<file path="src/rtl/game_tick_scheduler_if.sv">
// rtl/game_tick_scheduler_if.sv - update request/acknowledge handshake between scheduler and update engine
interface game_tick_scheduler_if;
    logic upd_req;
    logic upd_obj;
    logic upd_ack;

    modport master (
        output upd_req,
        output upd_obj,
        input  upd_ack
    );

    modport slave (
        input  upd_req,
        input  upd_obj,
        output upd_ack
    );
endinterface

</file>
<file path="src/rtl/game_tick_scheduler.sv">
// rtl/game_tick_scheduler.sv - frame strobe, paddle/ball update periods, speed level and update handshake
module game_tick_scheduler #(
    parameter int FRAME_DIV     = 833333,
    parameter int CW            = 20,
    parameter int PADDLE_PERIOD = 4,
    parameter int BALL_BASE     = 4
) (
    input  logic                          clock,
    input  logic                          reset,
    input  logic                          enable,
    input  logic                          hit,
    input  logic                          miss,
    game_tick_scheduler_if.master         upd,
    output logic                          frame_tick,
    output logic [1:0]                    speed_level,
    output logic                          busy,
    output logic                          overrun
);
    localparam int PW = (PADDLE_PERIOD > 1) ? $clog2(PADDLE_PERIOD) : 1;
    localparam int BW = (BALL_BASE > 1) ? $clog2(BALL_BASE) : 1;

    localparam logic [CW-1:0] FRAME_RELOAD  = CW'(FRAME_DIV - 1);
    localparam logic [PW-1:0] PADDLE_RELOAD = PW'(PADDLE_PERIOD - 1);
    localparam logic [BW-1:0] BALL_INIT     = BW'(BALL_BASE - 1);

    typedef enum logic [1:0] {IDLE, REQ_P, REQ_B} state_t;

    state_t          state, state_next;
    logic [CW-1:0]   fcnt;
    logic [PW-1:0]   pcnt;
    logic [BW-1:0]   bcnt;
    logic [BW-1:0]   ball_reload;
    int              ball_room;
    logic            pend_p, pend_b;
    logic            fs_next, p_due, b_due, p_clr, b_clr;

    assign fs_next = enable && (fcnt == '0);
    assign p_due   = fs_next && (pcnt == '0);
    assign b_due   = fs_next && (bcnt == '0);
    assign p_clr   = (state == REQ_P) && upd.upd_ack;
    assign b_clr   = (state == REQ_B) && upd.upd_ack;
    assign busy    = (state != IDLE);

    // Faster levels shorten the ball period, but never below one frame.
    always_comb begin
        ball_room = BALL_BASE - int'(speed_level);
        if (ball_room < 1) begin
            ball_room = 1;
        end
        ball_reload = BW'(ball_room - 1);
    end

    always_ff @(posedge clock) begin
        if (reset) begin
            fcnt        <= FRAME_RELOAD;
            frame_tick  <= 1'b0;
            pcnt        <= PADDLE_RELOAD;
            bcnt        <= BALL_INIT;
            pend_p      <= 1'b0;
            pend_b      <= 1'b0;
            overrun     <= 1'b0;
            speed_level <= 2'd0;
        end else begin
            if (enable) begin
                frame_tick <= fs_next;
                fcnt       <= fs_next ? FRAME_RELOAD : fcnt - CW'(1);
            end
            if (fs_next) begin
                pcnt <= (pcnt == '0) ? PADDLE_RELOAD : pcnt - PW'(1);
                bcnt <= (bcnt == '0) ? ball_reload : bcnt - BW'(1);
            end
            // A due event landing on its own ack re-arms the request instead of being lost.
            pend_p <= p_due || (pend_p && !p_clr);
            pend_b <= b_due || (pend_b && !b_clr);
            if ((p_due && pend_p && !p_clr) || (b_due && pend_b && !b_clr)) begin
                overrun <= 1'b1;
            end
            if (miss) begin
                speed_level <= 2'd0;
            end else if (hit && speed_level != 2'd3) begin
                speed_level <= speed_level + 2'd1;
            end
        end
    end

    always_ff @(posedge clock) begin
        if (reset) begin
            state <= IDLE;
        end else begin
            state <= state_next;
        end
    end

    always_comb begin
        state_next  = state;
        upd.upd_req = 1'b0;
        upd.upd_obj = 1'b0;
        unique case (state)
            IDLE: begin
                if (pend_p) begin
                    state_next = REQ_P;
                end else if (pend_b) begin
                    state_next = REQ_B;
                end
            end
            REQ_P: begin
                upd.upd_req = 1'b1;
                if (upd.upd_ack) begin
                    state_next = IDLE;
                end
            end
            REQ_B: begin
                upd.upd_req = 1'b1;
                upd.upd_obj = 1'b1;
                if (upd.upd_ack) begin
                    state_next = IDLE;
                end
            end
            default: state_next = IDLE;
        endcase
    end
endmodule

</file>
<file path="src/flat_wrapper.sv">
// flat-port wrapper written by rule: the top's interface ports become plain ports
module game_tick_scheduler_flat 
#(
    parameter int FRAME_DIV     = 833333,
    parameter int CW            = 20,
    parameter int PADDLE_PERIOD = 4,
    parameter int BALL_BASE     = 4
)
  (clock, reset, enable, hit, miss, frame_tick, speed_level, busy, overrun, upd_upd_req, upd_upd_obj, upd_upd_ack);
  game_tick_scheduler_if upd_i ();
  input  logic clock;
  input  logic reset;
  input  logic enable;
  input  logic hit;
  input  logic miss;
  output logic frame_tick;
  output logic [1:0] speed_level;
  output logic busy;
  output logic overrun;
  output wire logic [$bits(upd_i.upd_req)-1:0] upd_upd_req;
  output wire logic [$bits(upd_i.upd_obj)-1:0] upd_upd_obj;
  input wire logic [$bits(upd_i.upd_ack)-1:0] upd_upd_ack;
  assign upd_upd_req = upd_i.upd_req;
  assign upd_upd_obj = upd_i.upd_obj;
  assign upd_i.upd_ack = upd_upd_ack;
  game_tick_scheduler #(.FRAME_DIV(FRAME_DIV), .CW(CW), .PADDLE_PERIOD(PADDLE_PERIOD), .BALL_BASE(BALL_BASE)) u_core (.clock(clock), .reset(reset), .enable(enable), .hit(hit), .miss(miss), .upd(upd_i), .frame_tick(frame_tick), .speed_level(speed_level), .busy(busy), .overrun(overrun));
endmodule
</file>
<file path="config.mk">
export PLATFORM = sky130hd
export DESIGN_NAME = game_tick_scheduler_flat
export DESIGN_NICKNAME = d
export VERILOG_FILES = /design/src/rtl/game_tick_scheduler_if.sv /design/src/rtl/game_tick_scheduler.sv /design/src/flat_wrapper.sv
export SDC_FILE = /design/constraint.sdc
export NUM_CORES = 1
export LEC_CHECK = 0
export BUFFER_PORTS_ARGS = -buffer_cell sky130_fd_sc_hd__buf_2
export CAP_MARGIN = 15
export CELL_PAD_IN_SITES_DETAIL_PLACEMENT = 2
export CELL_PAD_IN_SITES_GLOBAL_PLACEMENT = 2
export CORE_MARGIN = 2
export CORE_UTILIZATION = 30
export DETAILED_ROUTE_END_ITERATION = 6
export GPL_TIMING_DRIVEN = 1
export PLACE_DENSITY = 0.69
export SLEW_MARGIN = 25
export SYNTH_ARGS = -nofsm -noshare
export SYNTH_HDL_FRONTEND = slang
export SYNTH_SLANG_ARGS = --single-unit
</file>
<file path="constraint.sdc">
create_clock -name clock -period 2.08 [get_ports clock]
set_input_delay 0.104 -clock clock [delete_from_list [all_inputs] [get_ports clock]]
set_output_delay 0.104 -clock clock [all_outputs]
set_load 0.01 [all_outputs]
</file>
==> metrics.yaml <==
outcome: "finished clean"
seq_power_share: 0.518
yosysUniqueCellTypes: 46
drtPass1Iterations: 4
diodes: 0
hold_path_class: "primary input to register"
place_congestion: 0.798
post_cts_buffers: 0
fin_skew_ns: 0.00893
ys_seq_elements: 32
startpoint_type: "register"
max_cap_violations: 0
grt_pass1_vias: 1531
io_buffers: 12
ios: 13
path_max_fanout: 7
final_cell_mix: "dfxtp_1, nand2_1, nor2_1"
worst_pin_slew_ns: 0.548
grt_overflow: 0
grt_antenna_before_repair: 0
die_x_um: 78.1
finalHoldViolations: 0
std_cell_rows: 26
syn_area_sq_um: 1650
synth_fa_ha_area_frac: 0.0608
area_growth_pct: 18.5
slew_headroom: 0.635
wl_um: 4270
cts_tree: "yes"
finish.utilization: 0.375
vias: 1394
grt_max_degree: 13
power_mw: 1.24
ys.flop_type: "dfxtp_1"
synth-compound-area-share: 0.126
yosys.area.top_type: "dfxtp_1"
drive_above_1_share: 0.212
path_class: "register to register"
rsz0062_at_grt: "false"
power.density_nw_per_um2: 634
synth_top_family_by_area: "simple AND/OR/NAND/NOR gates"
p_sw_mw: 0.307
die_h_um: 78.1
period_share: 0.941
synth.area.mux_share: 0
synth_area_leaders: "dfxtp_1, xor2_1, ha_1"
synth_warnings: 0
leakage_nw: 0.748
layout_commonest_cell: "dfxtp_1"
cts-root-buf: "clkbuf_8"
async_flop_share: 0
synthesis.nets: 192
switching_share: 0.248
nets: 216
drc_errors: 0
fin_tns_setup_ns: 0
cts.sinks: 32
initial_core_util: 0.316
internal_power_mw: 0.931
synth_xor_area_frac: 0.0851
clk_latency_ns: 0.29
synthSimpleGateAreaFrac: 0.296
drtIter0Drc: 32
core_area_sq_um: 5200
syn_avg_cell_area_sq_um: 9.25
arrival_ns: 2.13
wire_per_inst_um: 15.7
crit_required_ns: 2.26
synthCells: 178
synth_seq_area_share: 0.389
dieArea_sq_um: 6100
grt_pass1_wl_um: 7230
synth-edff-count: 0
cts-htree-levels: 2
post-route-min-period_ns: 1.96
slew_violations: 0
cts-buffers-inserted: 5
finalSetupViolations: 0
place.detailed.hpwl_um: 3230
clock_path_buffers: 2
clockPowerShare: 0.401
clk_pin_slew_ns: 0.07
synth_top_area_frac: 0.389
grt_usage: 0.152
fmax_ghz: 0.511
power_frac_comb: 0.081
cp-end-kind: "register"
viasPerCell: 5.11
peakVddDrop_mv: 0.264
ant_nets: 0
[layout make-up]
cell class / count / area, sq um
inverters: 11 / 41.3
multi-input cells: 129 / 945
well taps: 70 / 87.6
clock buffers: 6 / 82.6
fillers: 605 / 3250
repair buffers: 23 / 145
flip-flops and latches: 32 / 641
clock inverters: 2 / 10.0
[kinds of logic after synthesis]
group / Yosys count
buffers and inverters: 17
adders and majority gates: 8
DFF: 32
xor gates and xnor gates: 16
and+or+nand+nor: 77
AOI/OAI and AO/OA: 28
[sequential cells by signal (all words and copies together) (netlist names)]
name,cells
u_core.bcnt,2
u_core.fcnt,20
u_core.frame_tick,1
u_core.overrun,1
u_core.pcnt,2
u_core.pend_b,1
u_core.pend_p,1
u_core.speed_level,2
u_core.state,2
[power by group through the flow]
stage	sequential [mW]	combinational, mW	clock (mW)
6_report	0.641	0.100	0.496
5_1_grt	0.643	0.111	0.556
4_1_cts	0.640	0.101	0.522
3_5_place_dp	0.655	0.0980	0
3_3_place_gp	0.653	0.0931	0
2_1_floorplan	0.652	0.0595	0
[routing by layer]
metal  vias to the layer above  share of wire  GRT usage  wire, um
met5                         -              0          0         0
met4                         0          0.013     0.0474        57
met3                         5          0.028     0.0402       120
met2                        18           0.52      0.288      2230
met1                       688           0.44      0.162      1870
li1                        683              -          -         -
[path summary, 6_finish.rpt]
check,slack (ns),cells past startpoint,start,endpoint
worst max-delay path,0.12,4,u_core.fcnt[14]$_SDFFE_PP0P_,u_core.bcnt[0]$_SDFFE_PP1N_
worst min-delay path,0.12,2,enable,u_core.fcnt[1]$_SDFFE_PP0P_
worst max register to register,0.12,4,u_core.fcnt[14]$_SDFFE_PP0P_,u_core.bcnt[0]$_SDFFE_PP1N_
worst min register to register,0.47,1,u_core.overrun$_SDFFE_PP0P_,u_core.overrun$_SDFFE_PP0P_
[cell usage after synthesis, types with 4 or more instances]
library cell   n
a21oi_1        7
nand4_1        7
inv_1         11
nand2_1       18
dfxtp_1       32
xor2_1        12
nor3_1         5
nor2_1        14
nand3_1        5
ha_1           8
o31ai_1        4
o21ai_0        5
xnor2_1        4
[repair_timing]
action,4_1_cts,5_1_grt
hold endpoints to repair,2,0
resized for setup,0,2
hold buffers,1,0
endpoints found under the setup margin,0,11
[critical path, stage by stage (launching register included)]
cell and delay, ns:
dfxtp_1 0.36, or4_4 0.58, and4bb_1 0.52, nand2_4 0.09
a211o_1 0.30
[stage by stage]
step | instances | cell area, sq um | hold slack [ns] | setup WS, ns
2_1_floorplan | 178 | 1650 | 0.181 | 0.328
3_3_place_gp | 264 | 1840 | 0.288 | 0.142
3_5_place_dp | 264 | 1840 | 0.293 | 0.0143
4_1_cts | 273 | 1940 | 0.117 | 0.000254
5_1_grt | 273 | 1950 | 0.127 | 0.0447
6_report | 273 | 1950 | 0.122 | 0.122
Power figures use the tool's default switching activity.
